File: src/rtl/pin_test_pkg.sv
// Shared types and constants for the pin_test_gen bring-up pattern generator.
package pin_test_pkg;

    typedef enum logic [1:0] {
        MODE_CONST = 2'd0,
        MODE_BLINK = 2'd1,
        MODE_WALK  = 2'd2,
        MODE_LOOP  = 2'd3
    } mode_t;

    localparam logic [15:0] LFSR_MASK = 16'hB400;

    // One step of the right-shifting Galois LFSR.
    function automatic logic [15:0] lfsr_step(input logic [15:0] s);
        return {1'b0, s[15:1]} ^ (s[0] ? LFSR_MASK : 16'h0000);
    endfunction

endpackage

File: src/rtl/pin_test_prescaler.sv
// Programmable prescaler: one-cycle tick every div+1 cycles, with a synchronous
// clear used to restart the period when the generator changes mode.
module pin_test_prescaler #(
    parameter int DIV_WIDTH = 25
) (
    input  logic                 clk,
    input  logic                 rst,
    input  logic                 clr,
    input  logic [DIV_WIDTH-1:0] div,
    output logic                 tick
);

    logic [DIV_WIDTH-1:0] cnt;

    // ">=" rather than "==" so lowering div below cnt wraps immediately.
    always_ff @(posedge clk or posedge rst) begin
        if (rst) begin
            cnt  <= '0;
            tick <= 1'b0;
        end else if (clr) begin
            cnt  <= '0;
            tick <= 1'b0;
        end else if (cnt >= div) begin
            cnt  <= '0;
            tick <= 1'b1;
        end else begin
            cnt  <= cnt + DIV_WIDTH'(1);
            tick <= 1'b0;
        end
    end

endmodule

File: src/rtl/pin_test_gen.sv
// Board bring-up pattern generator: CONST / BLINK / WALK / LFSR loopback modes.
// Define PIN_TEST_IN_SYNC_EN to put a 2-flop synchroniser on pin_in.
//
//   mode_q     | meaning
//   MODE_CONST | pin_out follows const_val
//   MODE_BLINK | all pins toggle on each tick
//   MODE_WALK  | single one rotates left on each tick
//   MODE_LOOP  | LFSR pattern out, pin_in checked against it on each tick
module pin_test_gen
    import pin_test_pkg::*;
#(
    parameter int          CH_COUNT  = 8,
    parameter int          DIV_WIDTH = 25,
    parameter int          ERR_WIDTH = 16,
    parameter logic [15:0] LFSR_SEED = 16'hACE1
) (
    input  logic                 clk,
    input  logic                 rst,
    input  logic [1:0]           mode,
    input  logic [DIV_WIDTH-1:0] div,
    input  logic [CH_COUNT-1:0]  const_val,
    input  logic                 clr_err,
    input  logic [CH_COUNT-1:0]  pin_in,
    output logic [CH_COUNT-1:0]  pin_out,
    output logic                 tick,
    output logic [ERR_WIDTH-1:0] err_cnt,
    output logic                 err_flag
);

    mode_t                mode_q, mode_nxt;
    logic                 mode_chg;
    logic [CH_COUNT-1:0]  walk, walk_rot, walk_nxt;
    logic [15:0]          lfsr, lfsr_nxt;
    logic                 loop_armed, armed_nxt;
    logic [CH_COUNT-1:0]  pin_out_nxt, pin_cmp;
    logic [ERR_WIDTH-1:0] err_cnt_nxt;
    logic                 err_flag_nxt, mismatch;

    pin_test_prescaler #(.DIV_WIDTH(DIV_WIDTH)) u_prescaler (
        .clk  (clk),
        .rst  (rst),
        .clr  (mode_chg),
        .div  (div),
        .tick (tick)
    );

`ifdef PIN_TEST_IN_SYNC_EN
    logic [CH_COUNT-1:0] pin_meta, pin_sync;

    always_ff @(posedge clk or posedge rst) begin
        if (rst) begin
            pin_meta <= '0;
            pin_sync <= '0;
        end else begin
            pin_meta <= pin_in;
            pin_sync <= pin_meta;
        end
    end

    assign pin_cmp = pin_sync;
`else
    assign pin_cmp = pin_in;
`endif

    generate
        if (CH_COUNT == 1) begin : g_rot_single
            assign walk_rot = walk;
        end else begin : g_rot_multi
            assign walk_rot = {walk[CH_COUNT-2:0], walk[CH_COUNT-1]};
        end
    endgenerate

    always_ff @(posedge clk or posedge rst) begin
        if (rst) mode_q <= MODE_CONST;
        else     mode_q <= mode_nxt;
    end

    always_comb begin
        mode_nxt = mode_t'(mode);
        mode_chg = (mode_nxt != mode_q);
    end

    always_comb begin
        pin_out_nxt  = pin_out;
        walk_nxt     = walk;
        lfsr_nxt     = lfsr;
        armed_nxt    = loop_armed;
        mismatch     = 1'b0;
        err_cnt_nxt  = err_cnt;
        err_flag_nxt = err_flag;

        if (mode_chg) begin
            pin_out_nxt = '0;
            walk_nxt    = CH_COUNT'(1);
            lfsr_nxt    = LFSR_SEED;
            armed_nxt   = 1'b0;
        end else begin
            case (mode_q)
                MODE_CONST: pin_out_nxt = const_val;
                MODE_BLINK: if (tick) pin_out_nxt = ~pin_out;
                MODE_WALK: begin
                    if (tick) walk_nxt = walk_rot;
                    pin_out_nxt = tick ? walk_rot : walk;
                end
                MODE_LOOP: begin
                    if (tick) begin
                        mismatch    = loop_armed && (pin_cmp != pin_out);
                        lfsr_nxt    = lfsr_step(lfsr);
                        armed_nxt   = 1'b1;
                        pin_out_nxt = lfsr_nxt[CH_COUNT-1:0];
                    end else begin
                        pin_out_nxt = lfsr[CH_COUNT-1:0];
                    end
                end
                default: pin_out_nxt = '0;
            endcase
        end

        // Clear wins over a same-cycle mismatch.
        if (clr_err) begin
            err_cnt_nxt  = '0;
            err_flag_nxt = 1'b0;
        end else if (mismatch) begin
            if (err_cnt != '1) err_cnt_nxt = err_cnt + ERR_WIDTH'(1);
            err_flag_nxt = 1'b1;
        end
    end

    always_ff @(posedge clk or posedge rst) begin
        if (rst) begin
            pin_out    <= '0;
            walk       <= CH_COUNT'(1);
            lfsr       <= LFSR_SEED;
            loop_armed <= 1'b0;
            err_cnt    <= '0;
            err_flag   <= 1'b0;
        end else begin
            pin_out    <= pin_out_nxt;
            walk       <= walk_nxt;
            lfsr       <= lfsr_nxt;
            loop_armed <= armed_nxt;
            err_cnt    <= err_cnt_nxt;
            err_flag   <= err_flag_nxt;
        end
    end

endmodule

File: config.mk
export PLATFORM = sky130hd
export DESIGN_NAME = pin_test_gen
export DESIGN_NICKNAME = d
export VERILOG_FILES = /design/src/rtl/pin_test_pkg.sv /design/src/rtl/pin_test_prescaler.sv /design/src/rtl/pin_test_gen.sv
export SDC_FILE = /design/constraint.sdc
export NUM_CORES = 1
export LEC_CHECK = 0
export CAP_MARGIN = 10
export CORE_MARGIN = 2
export CORE_UTILIZATION = 25
export DETAILED_ROUTE_END_ITERATION = 8
export GPL_TIMING_DRIVEN = 0
export SETUP_SLACK_MARGIN = 0.4
export SLEW_MARGIN = 30
export SYNTH_ARGS = -nofsm -noshare
export SYNTH_HDL_FRONTEND = slang
export SYNTH_SLANG_ARGS = --single-unit
File: constraint.sdc
create_clock -name clk -period 7.2 [get_ports clk]
set_input_delay 1.08 -clock clk [delete_from_list [all_inputs] [get_ports clk]]
set_output_delay 1.08 -clock clk [all_outputs]
set_load 0.1 [all_outputs]
[Word-level counts from Yosys, hierarchy flattened]
Index checks and enable logic that the tools add are counted.
Word-level totals
  output and inout port bits: 26
  flip-flop bits (word level): 78
  word-level logic and storage cells: 56
  bits of input ports: 46
Operators by class
  add/subtract/negate cells: 2
  order comparisons: 1
  reductions and logical operators: 9
  eq/ne operators: 7
  multiplexer cells: 26
  bitwise operators: 2
Operators by type and width (count)
  16-bit 2-to-1 mux: 7
  25-bit 2-to-1 mux: 2
  8-bit 2-to-1 mux: 6
  8-bit case mux with 4 select lines: 1
  25-bit by 1-bit adder with 25-bit output (second input constant): 1
  25-bit >= comparator: 1
  16-bit by 1-bit adder with 16-bit output (second input constant): 1
  16-bit != test (second input constant): 1
  15-bit by 16-bit XOR with 16-bit output: 1
  1-bit 2-to-1 mux: 10
  2-bit nonzero test: 5
  8-bit != test: 1
  8-bit NOT: 1
  2-bit == test (second input constant): 2
  2-bit AND reduction: 2
  3-bit by 2-bit != test with 1-bit output (second input constant): 1
  2-bit by 1-bit == test with 1-bit output (second input constant): 1
  2-bit zero test: 1
  2-bit != test: 1
  1-bit logical AND: 1

[Logic depth before layout (Yosys ltp)]
Gate-level depths: netlist of the first run.
  depth in word-level cells: 7
  mapped depth: 8
  depth with buffers taken out: 7

[Hierarchy]
A second synthesis of the first run with hierarchy kept.
Unflattened totals
  cell total of the unflattened synthesis: 480
  area, all modules: 4773.3 µm²
Modules (own cells, without submodules)
  pin_test_gen: times used 1, cells each 273, sequential area each 1312.5 µm², area an instance 2822.7 µm²
  pin_test_prescaler: times used 1, cells each 207, sequential area each 650.6 µm², area an instance 1950.6 µm²

[Worst setup path before layout of the first run]
No wires, ideal clock.
  path type: input to register
  start point: input port div[6]
  end point: register u_prescaler.cnt[15]
  slack: 4.494 ns
  library setup time: 0.086 ns
  data required time: 7.114 ns
  arrival: 2.620 ns
  stages on the path: 8
  cell sequence: inv_1 -> ha_1 -> a211oi_1 -> nor2_1 -> a2111oi_2 -> o211ai_2 -> buf_2 -> nor3_1
Between the ends
  longest elaborated chain between the ends: 3
RTL lines
  from (decl): line pin_test_gen.sv:20  | input logic [DIV_WIDTH-1:0] div,
  25-bit >= comparator: line pin_test_prescaler.sv:23  | end else if (cnt >= div) begin
  25-bit 2-to-1 mux: line pin_test_prescaler.sv:23
  25-bit 2-to-1 mux: line pin_test_prescaler.sv:20  | end else if (clr) begin
  to (signal assigned): line pin_test_prescaler.sv:27  | cnt <= cnt + DIV_WIDTH'(1);
  to (decl): line pin_test_prescaler.sv:13  | logic [DIV_WIDTH-1:0] cnt;
No other way between the ends.
A chain may end at the register's enable or synchronous reset.

[Worst setup path in the final report of the first run]
  start point: input port div[14]
  end point: register u_prescaler.cnt[20]
The elaborated chain is that of the path after synthesis.

==> results.toml, run 1 <==
[run_status]
outcome = "completed"

[critical_path]
cp_top_family = "buffers and inverters"
crit_path_max_fanout = 10
start_kind = "input pin"
end_kind = "flip-flop"
critPathBufInv = 3
crit_type = "in2reg"
crit_chain = "clkdlybuf4s50_1 > inv_1 > ha_1 > nand4_1 > nor3_1 > nand3_1 > a31oi_1 > buf_2 > nor3_1"
cpMaxStageDelayCell = "a31oi_1"
slowest_delay_ns = 0.66
worstPathArrival_ns = 3.75
cpMostUsedCell = "nor3_1"
cp.required_ns = 7.42

[clocking]
clkTransAtPathRegs_ns = 0.06
clockBufferDepth = 2
cts_root_buf = "clkbuf_16"
cts-resized-gates = 0
ctsHoldBuffers = 0
clk_latency_ns = 0.35
post_cts_buffers = 0
h-tree-depth = 3
cts_buffers = 9
clock-sinks = 78
cts_tree = "done"

[synthesis]
synth_enable_flop_cells = 0
seq_area_frac_synth_pct = 40.6
ys_types = 48
synthCells = 526
synth-seq-cells = 78
ys_warn_count = 0
ys.flop_type = "dfrtp_1"
async_flop_share_pct = 100
ys_top_cells_by_area = "dfrtp_1 36%, ha_1 7.0%, xnor2_1 5.6%"
synth_area_um2 = 4830
yosysTopAreaCellShare_pct = 35.8
synth_common_cells = "69 x dfrtp_1, 56 x nand2_1, 41 x a21oi_1"
syn_nets = 599
synth_top_cell_by_area = "dfrtp_1"
synth.avg_cell_area_um2 = 9.18
yosysMostFrequentCell = "dfrtp_1"

[global_routing]
grt_max_degree = 57
busiest_layer = "met2"
grt_pass1_wl_um = 19600
grt_util_met1_pct = 16.7
grt-ovfl-total = 0
antenna_found_initial = 0
grt_usage_pct = 12.0
grt_pass1_vias = 3886
grtUsageMet3_pct = 1.78
use_met2_pct = 18.5

[die]
coreArea_um2 = 18800
die_x_um = 143
start_util_pct = 25.6
die_y_um = 143
die_area_um2 = 20400
rows = 50
io_pins = 72

[place]
io_buffers = 70
place_congestion = 0.783
hpwl_um = 8400

[timing]
finalCriticalPeriod_ns = 3.53
tightest_slew_ns = 0.986
finalCritPeriodShare_pct = 49.1
max_freq_ghz = 0.283
hold_slack_ns = 0.491
maxSlewViolCount = 0
skew_ns = 0.00939
setup_violations = 0
rsz0062_at_grt = "false"
tns_ns = 0
finalHoldViolations = 0
relSlewSlack_pct = 34.1

[drt]
drtAntennaViolNets = 0
avgViaCountPerCell = 4.56
wl_per_cell_um = 13.1
drc = 0
routed_wl_um = 11500
drt-initial-drc-count = 155
firstDrtPassIters = 4
vias = 3983

[power]
p_leak_nw = 2.47
vdd_drop_max_v = 0.0000816
powerDensity_nw_per_um2 = 169

[cells_and_area]
nNetsFinal = 681
final_core_util_pct = 32.9
antenna_cells = 0
drive_gt1_share_pct = 10.3
syn_to_final_growth_pct = 28.3

[hold_path]
holdCritPathClass = "reg2reg"

[flow_run]
drv_cap = 0
where the power goes:
group          switching [mW]  internal (mW)
logic                  0.0745         0.0475
clock network           0.187          0.287
registers             0.00631          0.444
per-layer routing:
layer,share of wire (%),vias up
met5,0,-
met4,2.0,0
met3,3.7,13
met2,44,80
met1,50,1858
li1,-,2032
worst paths after layout:
kind                                           from                  end  slack [ns]  cells after the start
worst min register to register             lfsr[15]             lfsr[15]        0.49                      2
worst max-delay path                        div[14]  u_prescaler.cnt[20]        3.67                      9
max in group asynchronous                       rst             lfsr[11]        5.54                      3
worst max register to register  u_prescaler.cnt[15]  u_prescaler.cnt[20]        4.46                      7
worst min-delay path                       lfsr[15]             lfsr[15]        0.49                      2
min in group asynchronous                       rst   u_prescaler.cnt[7]        1.05                      2
layout by cell type (no fill, tap or decap), types with 3 or more instances in the layout:
cell type        synthesis  layout
a211oi_1                10      10
a21oi_1                 41      41
and3_1                   8       8
and4_1                   5       5
buf_1                    5       5
buf_2                    9       9
buf_6                    4       4
clkbuf_1                11      11
clkbuf_16                0       9
clkdlybuf4s50_1          0      70
clkinvlp_4               0       3
dfrtp_1                 69      69
dfstp_2                  9       9
ha_1                    27      27
inv_1                   35      34
mux2_2                   8       8
mux2i_1                 16      16
nand2_1                 56      56
nand3_1                 24      24
nand4_1                 11      11
nor2_1                  29      29
nor3_1                  27      27
nor3_2                   5       5
nor4_1                   3       3
o21ai_0                 17      17
o31ai_1                 20      20
or3_1                    5       5
or4_1                   10      10
xnor2_1                 31      31
xor2_1                   5       5
area by class of cell:
type	instances	area, µm²
Fill cell	1999	12600
Inverter	35	136
Multi-Input combinational cell	384	2580
Clock inverter	5	57.6
Tap cell	260	325
Timing Repair Buffer	71	728
Buffer	29	150
Clock buffer	11	253
Sequential cell	78	1960
worst reg2reg max path, stage by stage (launching register included):
cell	delay [ns]
dfrtp_1	0.43
ha_1	0.34
nand4_1	0.12
nor3_1	0.41
nand3_1	0.19
a31oi_1	0.66
buf_2	0.38
nor3_1	0.10
per-stage QoR:
step / area, µm² / worst slack [ns] / cells / power (mW)
floorplan: 4830 / 4.14 / 526 / 0.531
global placement: 5860 / 2.67 / 856 / 0.579
detailed placement: 5890 / 3.32 / 857 / 0.582
CTS: 6200 / 3.68 / 873 / 1.06
global route: 6200 / 3.42 / 873 / 1.09
finish: 6200 / 3.67 / 873 / 1.05
logic make-up (layout without fill, tap and decap cells):
group           count (synthesis)  in the layout  share of synthesized area (%)
buf+inv                        64            151                           5.83
simple gates                  199            199                           21.9
flops                          78             78                           40.6
xor+xnor                       36             36                           6.53
mux                            24             24                           5.18
fa+ha+maj                      27             27                           6.99
compound gates                 98             98                           13.0
registers in the layout, summed over array words and instances (netlist names):
register,flops
err_flag,1
pin_out,8
lfsr,16
walk,8
u_prescaler.tick,1
u_prescaler.cnt,25
err_cnt,16
loop_armed,1
mode_q,2
No activity file was read; power rests on OpenSTA's default activity.
==> run 2, diff against run 1 <==
==> constraint.sdc (replaced) <==
create_clock -name clk -period 3.1 [get_ports clk]
set_input_delay 0.465 -clock clk [delete_from_list [all_inputs] [get_ports clk]]
set_output_delay 0.465 -clock clk [all_outputs]
set_load 0.1 [all_outputs]
==> results.toml, run 2 (synthesized netlist as in run 1, its figures left out) <==
[critical_path]
r2r-start = "u_prescaler.cnt[6]"
crit_path_max_fanout = 8
cpMaxStageDelayCell = "clkdlybuf4s50_1"
slowest_delay_ns = 1.19
end_kind = "output port"
cp_top_family = "buffers and inverters"
start_kind = "flip-flop"
crit_start = "err_cnt[3]"
crit_type = "reg2out"
crit_chain = "clkdlybuf4s50_1"
critPathBufInv = 1
cp.required_ns = 2.63
worstPathArrival_ns = 2.01

[timing]
relSlewSlack_pct = 34.1
tightest_slew_ns = 0.986
hold_slack_ns = 0.435
max_freq_ghz = 0.404
finalHoldViolations = 0
skew_ns = 0.00923
finalCriticalPeriod_ns = 2.47
finalCritPeriodShare_pct = 79.8
maxSlewViolCount = 0
rsz0062_at_grt = "false"
setup_violations = 0
setup_slack_ns = 0.627

[place]
placedCellCount = 857
dp_slack_ns = -0.165
io_buffers = 70
place_congestion = 0.783
hpwl_um = 8400

[global_routing]
grt_max_degree = 57
antenna_found_initial = 0
grt_pass1_wl_um = 19700
grt_usage_pct = 12.0
grt-ovfl-total = 0
grt_pass1_vias = 3888

[cells_and_area]
top_register = "u_prescaler.cnt"
nNetsFinal = 681
mostFrequentLayoutCell = "clkdlybuf4s50_1"
largest_register_ffs = 25
fillCellCount = 1998
antenna_cells = 0
layout_common_cells = "70 x clkdlybuf4s50_1, 69 x dfrtp_1, 56 x nand2_1"
instances_no_fill = 873
reg.largest.list = "u_prescaler.cnt (25), err_cnt (16), lfsr (16)"
syn_to_final_growth_pct = 29.4
drive_gt1_share_pct = 10.8

[drt]
firstDrtPassIters = 4
drc = 0
vias = 3995
drtAntennaViolNets = 0
drt-initial-drc-count = 155
avgViaCountPerCell = 4.58
routed_wl_um = 11500
wl_per_cell_um = 13.2

[die]
die_y_um = 143
io_pins = 72
die_area_um2 = 20400
start_util_pct = 25.6
die_x_um = 143
coreArea_um2 = 18800
rows = 50

[power]
p_sw_mw = 0.621
powerDensity_nw_per_um2 = 389
vdd_drop_max_v = 0.000188
p_seq_share_pct = 43.0
power_frac_comb_pct = 11.8
power_frac_clock_pct = 45.2
p_int_mw = 1.81
swShare_pct = 25.6
p_leak_nw = 2.50

[clocking]
clock-sinks = 78
ctsHoldBuffers = 0
clockBufferDepth = 2
cts_buffers = 9
cts_root_buf = "clkbuf_16"
cts_tree = "done"
clk_latency_ns = 0.35
clkTransAtPathRegs_ns = 0.06
h-tree-depth = 3

[flow_run]
drv_cap = 0

[run_status]
outcome = "completed"

[hold_path]
holdCritPathClass = "in2async"
==> run 2: cell types whose count changed in the layout (fill, tap and decap cells not counted) <==
| cell | previous run | this run |
|---|---|---|
| clkbuf_4 | 0 | 1 |
| o211ai_2 | 1 | 0 |
| a31oi_1 | 1 | 0 |
| nor3_2 | 5 | 6 |
| nor3_1 | 27 | 26 |
| a221oi_2 | 0 | 1 |
| a2111oi_2 | 1 | 0 |
| a221oi_1 | 1 | 0 |
| buf_2 | 9 | 8 |
| o211ai_4 | 1 | 2 |
| a2111oi_4 | 0 | 1 |
| a31oi_4 | 0 | 1 |
==> run 2: metrics by stage <==
stage | power (mW) | cell area [µm²] | utilization [%] | setup TNS (ns)
floorplan | 1.23 | 4830 | - | 0
global placement | 1.34 | 5860 | 31.1 | -58.48
detailed placement | 1.35 | 5890 | 31.3 | -2.79
CTS | 2.47 | 6200 | 33.0 | 0
global route | 2.53 | 6250 | 33.2 | 0
finish | 2.43 | 6250 | 33.2 | 0
==> run 2: power by group through the flow <==
stage / clock, mW / sequential [mW] / combinational [mW]
2_1_floorplan: 0 / 1.12 / 0.114
3_3_place_gp: 0 / 1.06 / 0.281
3_5_place_dp: 0 / 1.06 / 0.289
4_1_cts: 1.13 / 1.05 / 0.289
5_1_grt: 1.17 / 1.05 / 0.317
6_report: 1.10 / 1.05 / 0.287
==> run 2: layout make-up <==
type	instances	area, µm²	share of cell area (%)
Buffer	29	153	2.44
Inverter	35	136	2.18
Clock buffer	11	253	4.04
Multi-Input combinational cell	384	2630	42.1
Tap cell	260	325	5.21
Clock inverter	5	57.6	0.921
Sequential cell	78	1960	31.4
Timing Repair Buffer	71	728	11.7
==> run 2: worst paths after layout <==
path                       slack (ns)             endpoint  depth (start not counted)
max                              0.63           err_cnt[3]                          1
min                              0.43   u_prescaler.cnt[7]                          2
max reg2reg                      0.81  u_prescaler.cnt[20]                          7
min reg2reg                      0.49             lfsr[15]                          2
max in group asynchronous        2.05             lfsr[11]                          3
min in group clk                 0.49             lfsr[15]                          2
==> run 2: routing by layer <==
layer	wire length [µm]	vias to the layer above	track usage (%)
li1	-	2033	-
met2	5070	87	18.6
met1	5760	1862	16.7
met4	231	0	5.32
met5	0	-	0
met3	456	13	1.78
==> run 2: what timing repair did <==
item,CTS,global route
setup buffers,0,0
endpoints found under the setup margin,20,20
endpoints found under the hold margin,0,0
gates resized for setup,1,6
==> run 3, diff against run 2 <==
==> constraint.sdc (replaced) <==
create_clock -name clk -period 2.4 [get_ports clk]
set_input_delay 0.36 -clock clk [delete_from_list [all_inputs] [get_ports clk]]
set_output_delay 0.36 -clock clk [all_outputs]
set_load 0.1 [all_outputs]
==> results.toml, run 3 (synthesized netlist as in run 1, its figures left out) <==
[clocking]
ctsHoldBuffers = 0
clk_latency_ns = 0.35
cts_root_buf = "clkbuf_16"
clockBufferDepth = 2
clkTransAtPathRegs_ns = 0.06
cts_tree = "done"
h-tree-depth = 3
cts_buffers = 9
clock-sinks = 78

[cells_and_area]
fillCellCount = 1904
final_core_util_pct = 37.1
largest_register_ffs = 25
layout_common_cells = "56 x nand2_1, 37 x a21oi_1, 37 x dfrtp_1"
top_register = "u_prescaler.cnt"
mostFrequentLayoutCell = "nand2_1"
syn_to_final_growth_pct = 44.6
seqCellArea_um2 = 2010
nNetsFinal = 704
multi_input_area_um2 = 3060
fin_area_um2 = 6990
drive_gt1_share_pct = 29.9
antenna_cells = 0
reg.largest.list = "u_prescaler.cnt (25), err_cnt (16), lfsr (16)"
instances_no_fill = 896

[timing]
max_freq_ghz = 0.480
finalHoldViolations = 0
tns_ns = 0
rsz0062_at_grt = "true"
skew_ns = 0.0120
hold_slack_ns = 0.270
setup_slack_ns = 0.316
finalCritPeriodShare_pct = 86.8
tightest_slew_ns = 0.970
relSlewSlack_pct = 35.6
setup_violations = 0
maxSlewViolCount = 0
finalCriticalPeriod_ns = 2.08

[power]
power_mw = 3.10
p_leak_nw = 2.78
vdd_drop_max_v = 0.000304
powerDensity_nw_per_um2 = 444

[drt]
drtAntennaViolNets = 0
routed_wl_um = 12500
vias = 4122
drt-initial-drc-count = 138
avgViaCountPerCell = 4.60
firstDrtPassIters = 4
drc = 0
wl_per_cell_um = 14.0

[place]
place_congestion = 0.810
placed_cell_area_um2 = 5930
placedCellCount = 858
io_buffers = 70
dp_slack_ns = -0.674
hpwl_um = 8550

[die]
rows = 50
die_x_um = 143
coreArea_um2 = 18800
die_area_um2 = 20400
die_y_um = 143
io_pins = 72
start_util_pct = 25.6

[global_routing]
grt_pass1_wl_um = 20800
grt_max_degree = 30
grt_pass1_vias = 4154
grt-ovfl-total = 0
antenna_found_initial = 0
grt_usage_pct = 12.8

[critical_path]
cpMaxStageDelayCell = "clkdlybuf4s50_1"
worstPathArrival_ns = 2.35
cp.required_ns = 2.66
crit_type = "in2reg"
slowest_delay_ns = 0.45
end_kind = "flip-flop"
crit_chain = "clkdlybuf4s50_1 > inv_1 > ha_1 > and4_4 > a221oi_4 > o211ai_4 > buf_12 > buf_12 > nor3_4"
crit_path_max_fanout = 5
cpMostUsedCell = "buf_12"
r2r-start = "u_prescaler.cnt[14]"
crit_start = "div[21]"
start_kind = "input pin"

[run_status]
outcome = "completed"

[flow_run]
drv_cap = 0

[hold_path]
worst_hold_startpoint = "mode[1]"
holdCritPathClass = "in2reg"
run 3: per-layer routing:
layer,global-route usage (%),vias up,routed length (µm)
met3,2.72,17,462
li1,-,2083,-
met2,20.9,66,5940
met1,17.0,1956,5960
met4,4.12,0,176
met5,0,-,0
run 3: power breakdown:
group	total, mW	switching, mW	internal [mW]
clock network	1.31	0.581	0.725
logic	0.446	0.261	0.185
registers	1.35	0.0190	1.33
run 3: what timing repair did:
item,in CTS,in global routing
gates cloned,3,1
gates resized for setup,119,58
setup endpoints to repair,63,54
pin swaps,32,21
buffers inserted,10,8
run 3: area by class of cell:
type                            count  area share [%]
Multi-Input combinational cell    384            43.8
Inverter                           35            1.93
Clock inverter                      6           0.519
Tap cell                          260            4.66
Sequential cell                    78            28.7
Timing Repair Buffer               94            14.1
Buffer                             29            2.83
Clock buffer                       10            3.42
run 3: worst paths after layout:
kind	cells past startpoint	end	slack (ns)
min reg2reg	2	lfsr[15]	0.49
max in group asynchronous	3	walk[0]	1.32
min in group asynchronous	2	u_prescaler.cnt[3]	0.45
min	1	mode_q[1]	0.27
max	9	u_prescaler.cnt[14]	0.32
max reg2reg	9	u_prescaler.cnt[14]	0.34
run 3: critical path: cells and delay by family:
family,cells,cell delay (ns)
buffers and inverters,4,0.79
AO/OA/AOI/OAI,2,0.52
AND/OR/NAND/NOR,2,0.39
adder cells (fa/ha/maj),1,0.28
